`src/rtl/lane_packer_pkg.sv`:
```
// Shared types and helpers for the lane packer: FSM state, counter width and
// mask arithmetic used by both the compaction stage and the packing stage.
package lane_packer_pkg;

    localparam int MAX_LANES = 16;

    typedef enum logic [0:0] {
        PK_RUN   = 1'b0,
        PK_FLUSH = 1'b1
    } pk_state_t;

    // Bits needed to hold a word count in 0..lanes.
    function automatic int cnt_width(input int lanes);
        return $clog2(lanes + 1);
    endfunction

    function automatic int popcount(input logic [MAX_LANES-1:0] m, input int n);
        int c;
        c = 0;
        for (int i = 0; i < MAX_LANES; i++) begin
            if (i < n && m[i]) c++;
        end
        return c;
    endfunction

    // Destination slot of lane `lane` after squeezing out masked-off lanes.
    function automatic int prefix_pos(input logic [MAX_LANES-1:0] m, input int lane);
        return popcount(m, lane);
    endfunction

    function automatic logic [MAX_LANES-1:0] low_mask(input int n);
        logic [MAX_LANES-1:0] m;
        m = '0;
        for (int i = 0; i < MAX_LANES; i++) begin
            m[i] = (i < n);
        end
        return m;
    endfunction

endpackage

```
`src/rtl/lane_packer_if.sv`:
```
// Input and output beat streams of the lane packer. Both streams use
// valid/ready: a beat moves on a rising clk where valid && ready; valid must
// not depend on ready, and payload holds steady while valid waits for ready.
interface lane_packer_if #(
    parameter int LANES = 4,
    parameter int WIDTH = 64
);
    logic                     in_valid;
    logic                     in_ready;
    logic [LANES-1:0]         in_mask;
    logic [LANES*WIDTH-1:0]   in_data;
    logic                     in_last;

    logic                     out_valid;
    logic                     out_ready;
    logic [LANES-1:0]         out_mask;
    logic [LANES*WIDTH-1:0]   out_data;
    logic                     out_last;

    modport master (
        output in_valid, in_mask, in_data, in_last, out_ready,
        input  in_ready, out_valid, out_mask, out_data, out_last
    );

    modport slave (
        input  in_valid, in_mask, in_data, in_last, out_ready,
        output in_ready, out_valid, out_mask, out_data, out_last
    );
endinterface

```
`src/rtl/lane_compact.sv`:
```
// Combinational prefix-sum compaction: masked words move to the low lanes in
// ascending lane order, unused lanes read zero, and the word count is reported.
module lane_compact
    import lane_packer_pkg::*;
#(
    parameter int LANES = 4,
    parameter int WIDTH = 64,
    parameter int CNT_W = cnt_width(LANES)
) (
    input  logic [LANES-1:0]       i_mask,
    input  logic [LANES*WIDTH-1:0] i_data,
    output logic [LANES*WIDTH-1:0] o_data,
    output logic [CNT_W-1:0]       o_count
);
    logic [MAX_LANES-1:0] w_mask_ext;

    assign w_mask_ext = MAX_LANES'(i_mask);

    always_comb begin
        o_data = '0;
        for (int i = 0; i < LANES; i++) begin
            if (i_mask[i]) begin
                o_data[prefix_pos(w_mask_ext, i)*WIDTH +: WIDTH] = i_data[i*WIDTH +: WIDTH];
            end
        end
    end

    assign o_count = CNT_W'(popcount(w_mask_ext, LANES));

endmodule

```
`src/rtl/lane_packer.sv`:
```
// Order-preserving lane compactor and beat packer: stage C compacts each input
// beat, stage P appends it to a residual and emits only full beats until last.
// Optional counters: define LANE_PACKER_STATS_EN.
module lane_packer
    import lane_packer_pkg::*;
#(
    parameter int LANES = 4,
    parameter int WIDTH = 64
) (
    input  logic            clk,
    input  logic            rst,
    lane_packer_if.slave    bus,
    output pk_state_t       o_state
`ifdef LANE_PACKER_STATS_EN
    ,
    output logic [31:0]     stat_words_in,
    output logic [31:0]     stat_beats_out
`endif
);
    localparam int CNT_W = cnt_width(LANES);
    localparam int LW    = LANES * WIDTH;
    localparam logic [CNT_W:0] LANES_T = (CNT_W+1)'(LANES);

    logic [LW-1:0]     w_cmp_data;
    logic [CNT_W-1:0]  w_cmp_cnt;

    logic              r_c_valid;
    logic [LW-1:0]     r_c_data;
    logic [CNT_W-1:0]  r_c_cnt;
    logic              r_c_last;

    pk_state_t         r_state;
    logic [LW-1:0]     r_res_data;
    logic [CNT_W-1:0]  r_res_cnt;

    logic              r_out_valid;
    logic [LW-1:0]     r_out_data;
    logic [LANES-1:0]  r_out_mask;
    logic              r_out_last;

    logic              w_out_free;
    logic              w_c_consume;
    logic              w_c_open;
    logic              w_accept;
    logic              w_keep;
    logic [CNT_W:0]    w_total;
    logic [2*LW-1:0]   w_comb;

    lane_compact #(
        .LANES (LANES),
        .WIDTH (WIDTH),
        .CNT_W (CNT_W)
    ) u_compact (
        .i_mask  (bus.in_mask),
        .i_data  (bus.in_data),
        .o_data  (w_cmp_data),
        .o_count (w_cmp_cnt)
    );

    assign w_out_free  = !r_out_valid || bus.out_ready;
    assign w_c_consume = r_c_valid && (r_state == PK_RUN) && w_out_free;
    assign w_c_open    = !r_c_valid || w_c_consume;
    assign bus.in_ready = !rst && w_c_open;
    assign w_accept    = bus.in_valid && bus.in_ready;
    assign w_keep      = (w_cmp_cnt != '0) || bus.in_last;

    // Residual lanes above r and compacted lanes above c are always zero, so
    // OR-ing the shifted stage-C beat onto the residual yields the joined stream.
    assign w_total = {1'b0, r_res_cnt} + {1'b0, r_c_cnt};
    assign w_comb  = {{LW{1'b0}}, r_res_data}
                   | ({{LW{1'b0}}, r_c_data} << (int'(r_res_cnt) * WIDTH));

    always_ff @(posedge clk) begin
        if (rst) begin
            r_c_valid   <= 1'b0;
            r_c_data    <= '0;
            r_c_cnt     <= '0;
            r_c_last    <= 1'b0;
            r_state     <= PK_RUN;
            r_res_data  <= '0;
            r_res_cnt   <= '0;
            r_out_valid <= 1'b0;
            r_out_data  <= '0;
            r_out_mask  <= '0;
            r_out_last  <= 1'b0;
        end else begin
            if (w_c_open) begin
                r_c_valid <= w_accept && w_keep;
                if (w_accept) begin
                    r_c_data <= w_cmp_data;
                    r_c_cnt  <= w_cmp_cnt;
                    r_c_last <= bus.in_last;
                end
            end

            if (r_out_valid && bus.out_ready) r_out_valid <= 1'b0;

            case (r_state)
                PK_RUN: begin
                    if (w_c_consume) begin
                        if (w_total >= LANES_T) begin
                            r_out_valid <= 1'b1;
                            r_out_data  <= w_comb[LW-1:0];
                            r_out_mask  <= '1;
                            r_out_last  <= r_c_last && (w_total == LANES_T);
                            r_res_data  <= w_comb[2*LW-1:LW];
                            r_res_cnt   <= CNT_W'(w_total - LANES_T);
                            if (r_c_last && (w_total != LANES_T)) r_state <= PK_FLUSH;
                        end else if (r_c_last) begin
                            r_out_valid <= 1'b1;
                            r_out_data  <= w_comb[LW-1:0];
                            r_out_mask  <= LANES'(low_mask(int'(w_total)));
                            r_out_last  <= 1'b1;
                            r_res_data  <= '0;
                            r_res_cnt   <= '0;
                        end else begin
                            r_res_data  <= w_comb[LW-1:0];
                            r_res_cnt   <= CNT_W'(w_total);
                        end
                    end
                end
                PK_FLUSH: begin
                    if (w_out_free) begin
                        r_out_valid <= 1'b1;
                        r_out_data  <= r_res_data;
                        r_out_mask  <= LANES'(low_mask(int'(r_res_cnt)));
                        r_out_last  <= 1'b1;
                        r_res_data  <= '0;
                        r_res_cnt   <= '0;
                        r_state     <= PK_RUN;
                    end
                end
                default: r_state <= PK_RUN;
            endcase
        end
    end

    assign bus.out_valid = r_out_valid;
    assign bus.out_data  = r_out_data;
    assign bus.out_mask  = r_out_mask;
    assign bus.out_last  = r_out_last;
    assign o_state       = r_state;

`ifdef LANE_PACKER_STATS_EN
    logic [31:0] r_words_in;
    logic [31:0] r_beats_out;

    always_ff @(posedge clk) begin
        if (rst) begin
            r_words_in  <= '0;
            r_beats_out <= '0;
        end else begin
            if (w_accept) r_words_in <= r_words_in + 32'(popcount(MAX_LANES'(bus.in_mask), LANES));
            if (r_out_valid && bus.out_ready) r_beats_out <= r_beats_out + 32'd1;
        end
    end

    assign stat_words_in  = r_words_in;
    assign stat_beats_out = r_beats_out;
`endif

endmodule

```
`src/flat_wrapper.sv`:
```
// flat-port wrapper written by rule: the top's interface ports become plain ports
module lane_packer_flat import lane_packer_pkg::*;
#(
    parameter int LANES = 4,
    parameter int WIDTH = 64
)
  (clk, rst, o_state, bus_in_valid, bus_in_mask, bus_in_data, bus_in_last, bus_out_ready, bus_in_ready, bus_out_valid, bus_out_mask, bus_out_data, bus_out_last);
  lane_packer_if #(.LANES(LANES), .WIDTH(WIDTH)) bus_i ();
  input  logic clk;
  input  logic rst;
  output pk_state_t o_state;
  input wire logic [$bits(bus_i.in_valid)-1:0] bus_in_valid;
  input wire logic [$bits(bus_i.in_mask)-1:0] bus_in_mask;
  input wire logic [$bits(bus_i.in_data)-1:0] bus_in_data;
  input wire logic [$bits(bus_i.in_last)-1:0] bus_in_last;
  input wire logic [$bits(bus_i.out_ready)-1:0] bus_out_ready;
  output wire logic [$bits(bus_i.in_ready)-1:0] bus_in_ready;
  output wire logic [$bits(bus_i.out_valid)-1:0] bus_out_valid;
  output wire logic [$bits(bus_i.out_mask)-1:0] bus_out_mask;
  output wire logic [$bits(bus_i.out_data)-1:0] bus_out_data;
  output wire logic [$bits(bus_i.out_last)-1:0] bus_out_last;
  assign bus_i.in_valid = bus_in_valid;
  assign bus_i.in_mask = bus_in_mask;
  assign bus_i.in_data = bus_in_data;
  assign bus_i.in_last = bus_in_last;
  assign bus_i.out_ready = bus_out_ready;
  assign bus_in_ready = bus_i.in_ready;
  assign bus_out_valid = bus_i.out_valid;
  assign bus_out_mask = bus_i.out_mask;
  assign bus_out_data = bus_i.out_data;
  assign bus_out_last = bus_i.out_last;
  lane_packer #(.LANES(LANES), .WIDTH(WIDTH)) u_core (.clk(clk), .rst(rst), .bus(bus_i), .o_state(o_state));
endmodule
```
`config.mk`:
```
export PLATFORM = sky130hd
export DESIGN_NAME = lane_packer_flat
export DESIGN_NICKNAME = d
export VERILOG_FILES = /design/src/rtl/lane_packer_pkg.sv /design/src/rtl/lane_packer_if.sv /design/src/rtl/lane_compact.sv /design/src/rtl/lane_packer.sv /design/src/flat_wrapper.sv
export SDC_FILE = /design/constraint.sdc
export NUM_CORES = 2
export LEC_CHECK = 0
export ABC_AREA = 1
export CAP_MARGIN = 10
export CELL_PAD_IN_SITES_DETAIL_PLACEMENT = 0
export CELL_PAD_IN_SITES_GLOBAL_PLACEMENT = 2
export CORE_UTILIZATION = 33
export CTS_BUF_LIST = sky130_fd_sc_hd__clkbuf_2
export CTS_CLUSTER_SIZE = 16
export DETAILED_ROUTE_END_ITERATION = 8
export GPL_TIMING_DRIVEN = 0
export PLACE_DENSITY = 0.86
export SLEW_MARGIN = 20
export SYNTH_ARGS = -nofsm -noshare
export SYNTH_HDL_FRONTEND = slang
export SYNTH_SLANG_ARGS = --single-unit
```
`constraint.sdc`:
```
create_clock -name clk -period 4.7 [get_ports clk]
set_clock_uncertainty 0.15 [all_clocks]
set_input_delay 0.94 -clock clk [delete_from_list [all_inputs] [get_ports clk]]
set_output_delay 0.94 -clock clk [all_outputs]
set_load 0.02 [all_outputs]
```
==> impl_metrics.py <==
metrics = {
    "placement": {
        "gp_congestion": 1.04,
        "io_buffers": 527,
        "placed_cell_area_sq_mm": 0.0540,
        "pre_cts_slack_ns": -0.987,
        "hpwl_microns": 233000,
    },
    "synthesis": {
        "syn_inst": 7759,
        "ys.flop_type": "dfxtp_1",
        "syn-cell-area_sq_mm": 0.0463,
        "ys_ff_latch": 783,
        "synthTopCellsByArea": "dfxtp_1 (34%), nand2_1 (18%), o21ai_0 (14%)",
        "syn_nets": 8039,
        "yosysTopAreaCell": "dfxtp_1",
        "yosys.area.top_type_share_pct": 33.8,
        "ys_warn_count": 0,
        "synth_async_sr_flop_share_pct": 0,
        "syn_avg_cell_area_sq_um": 5.97,
        "synth_cell_type_count": 30,
        "ys_seq_area_share_pct": 33.8,
        "synth_edf_count": 0,
    },
    "worst_setup_path": {
        "reg2reg_to": "u_core.r_res_data[50]$_SDFFE_PP0P_",
        "crit_slowest_cell": "buf_1",
        "rr_worst_depth": 14,
        "crit_type": "register to register",
        "crit_fanout": 10,
        "r2r-start": "u_core.r_res_cnt[1]$_SDFFE_PP0P_",
        "cp.required_ns": 6.26,
        "cp_cell_sequence": "buf_2 > inv_2 > buf_4 > buf_2 > buf_2 > fa_1 > nor2_1 > nor2_1 > nand2_1 > nand2_1 > inv_2 > buf_1 > nand4_1 > a21oi_1",
        "critical_path_arrival_ns": 6.33,
        "cpMostUsedCell": "buf_2",
        "endpoint_kind": "register",
        "cpPeakStageDelay_ns": 0.87,
        "cp-start-kind": "register",
        "rrSetupSlack_ns": -0.07,
    },
    "timing": {
        "fmax_mhz": 210,
        "setup_violations": 2,
        "min_period_ns": 4.77,
        "rsz0062_at_grt": "no",
        "fin_crit_sh_pct": 102,
        "tightestPinTransition_ns": 1.42,
        "fin_hold_ws_ns": 0.211,
        "hold_violations": 0,
        "setup_ws_ns": -0.0707,
        "slew_viol_final": 0,
        "slew_headroom_pct": 4.01,
    },
    "detailed_routing": {
        "dr.first_iter.drc_count": 7264,
        "routedWlPerCell_microns": 26.6,
        "vias": 59500,
        "drcViolationCount": 0,
        "first_pass_iters": 7,
        "ant_nets": 0,
        "routed_wl_microns": 288000,
        "viasPerCell": 5.48,
    },
    "floorplan": {
        "die_x_microns": 377,
        "die_h_microns": 377,
        "row_count": 137,
        "start_util_pct": 33.3,
        "coreArea_sq_mm": 0.139,
        "io-pin-count": 529,
        "dieArea_sq_mm": 0.142,
    },
    "flow_run": {
        "max_cap_violations": 0,
    },
    "cells_and_area": {
        "fillers": 15600,
        "multi_input_area_sq_mm": 0.0255,
        "stdcell_area_sq_mm": 0.0590,
        "final_common_cell": "nand2_1",
        "final_nets": 9069,
        "drive_gt1_share_pct": 6.13,
        "mostFrequentLayoutCells": "nand2_1 (2249), o21ai_0 (1292), dfxtp_1 (782), nand3_1 (682), nor2_1 (638)",
        "syn_to_final_growth_pct": 27.3,
        "final_util_pct": 42.3,
        "register_area_sq_mm": 0.0157,
    },
    "clocking": {
        "cts_made_buffers": 218,
        "clockBufferDepth": 3,
        "cts_tree": "yes",
        "path_clk_slew_ns": 0.11,
        "h-tree-depth": 4,
        "clock-sinks": 783,
        "root_buffer": "clkbuf_2",
        "clock_latency_ns": 1.81,
    },
    "power_and_ir_drop": {
        "p_leak_nw": 24.2,
        "power_mw": 17.5,
        "comb_power_share_pct": 26.3,
        "switching_power_mw": 6.94,
        "power.internal_mw": 10.6,
        "power_density_mw_per_mm2": 297,
        "swShare_pct": 39.6,
        "irDropWorstVdd_mv": 0.217,
        "power_frac_clock_pct": 31.7,
        "seqPwrFrac_pct": 42.0,
    },
    "hold_path": {
        "hold_depth": 3,
        "min-delay-start": "bus_in_last",
        "hold_class": "input pin to register",
        "hold_path_end": "u_core.r_c_last$_SDFFE_PP0P_",
    },
    "global_routing": {
        "antenna_found_initial": 11,
        "grt_pass1_vias": 55600,
        "overflow": 0,
        "grt_max_degree": 17,
        "grt_usage_pct": 39.3,
        "grt_pass1_wl_microns": 398000,
    },
    "run_status": {
        "status": "complete, but fails checks",
        "failed_checks": "setup timing",
    },
}
[sequential cells by signal, indices dropped and copies added, names as in the netlist]
| name | count |
|---|---|
| u_core.o_state | 1 |
| u_core.r_c_last | 1 |
| u_core.r_c_data | 256 |
| u_core.r_c_valid | 1 |
| u_core.bus.out_data | 256 |
| u_core.bus.out_valid | 1 |
| u_core.bus.out_last | 1 |
| u_core.r_res_data | 256 |
| u_core.r_c_cnt | 3 |
| u_core.r_res_cnt | 3 |
| u_core.bus.out_mask | 4 |
[logic make-up (layout without fill, tap and decap cells)]
| kind of cell | count (synthesis) | count (layout) | synth area share (%) |
|---|---|---|---|
| AO/OA/AOI/OAI | 2010 | 2010 | 22.5 |
| adder cells (fa/ha/maj) | 15 | 15 | 0.437 |
| other | 0 | 15 | 0 |
| XOR/XNOR | 2 | 2 | 0.0378 |
| buffers and inverters | 1273 | 2477 | 11.1 |
| flip-flops | 783 | 783 | 33.8 |
| AND/OR/NAND/NOR | 3676 | 3676 | 32.1 |
[power groups by stage]
stage | combinational [mW] | sequential, mW | clock (mW)
after global placement | 4.26 | 7.47 | 0
after detailed placement | 4.28 | 7.48 | 0
final | 4.61 | 7.36 | 5.57
after global routing | 4.90 | 7.37 | 5.93
after floorplan | 2.13 | 7.46 | 0
after CTS | 4.47 | 7.32 | 5.63
[cells in the mapped netlist, types with 2 or more instances]
cell and instances:
clkbuf_1 380, dfxtp_1 783, nand3_1 682, nand4_1 57, buf_4 28, o211ai_1 106
o21ai_1 86, buf_1 77, o21ai_0 1302, o22ai_1 75, buf_6 9, inv_1 623
fa_1 2, nor3_1 38, nor2_2 4, nor2_1 638, clkinv_1 3, nor2_4 2
or2_2 2, nand2_1 2250, a21oi_1 440, ha_1 13, buf_2 145, inv_2 8
[metal layers]
metal	track usage [%]	share of wire, %	vias up
met2	59.1	42	3389
met4	16.8	4.4	2
met3	10.2	11	555
met5	0	0.0021	-
li1	-	-	27500
met1	52.7	42	28000
[worst max-delay path, delay by kind of cell (launching register included)]
family	cells	cell delay, ns
buffers and inverters	7	2.60
AND/OR/NAND/NOR	5	0.84
adder cells (fa/ha/maj)	1	0.49
flip-flops	1	0.35
AO/OA/AOI/OAI	1	0.22
[per-stage QoR]
stage / std cells / setup TNS (ns)
2_1_floorplan: 7759 / 0
3_3_place_gp: 10200 / -208.25
3_5_place_dp: 10200 / -198.25
4_1_cts: 10800 / 0
5_1_grt: 10800 / 0
6_report: 10900 / -0.0734
[how the worst max path moves through the flow]
stage | from | end | depth (start not counted)
3_5_place_dp | bus_in_mask[0] | u_core.r_c_data[240]$_SDFFE_PP0P_ | 15
5_1_grt | u_core.r_res_cnt[1]$_SDFFE_PP0P_ | u_core.r_res_data[50]$_SDFFE_PP0P_ | 14
3_3_place_gp | bus_in_mask[0] | u_core.r_c_data[175]$_SDFFE_PP0P_ | 12
2_1_floorplan | bus_in_mask[0] | u_core.r_c_data[132]$_SDFFE_PP0P_ | 14
4_1_cts | u_core.o_state$_SDFF_PP0_ | bus_in_ready | 6
6_report | u_core.r_res_cnt[1]$_SDFFE_PP0P_ | u_core.r_res_data[50]$_SDFFE_PP0P_ | 14
[cell type report]
type | count | area share (%)
Sequential cell | 783 | 26.6
Clock inverter | 85 | 0.919
Tap cell | 1876 | 3.98
Clock buffer | 309 | 2.62
Buffer | 639 | 4.70
Antenna cell | 15 | 0.0636
Inverter | 634 | 4.03
Multi-Input combinational cell | 5703 | 43.3
Timing Repair Buffer | 810 | 13.8
[what timing repair did]
item	CTS	global route
pin swaps	1	0
setup buffers	1	0
hold buffers	278	0
resized for setup	7	5
endpoints found under the hold margin	291	0
endpoints found under the setup margin	106	13
Power figures use the tool's default switching activity.
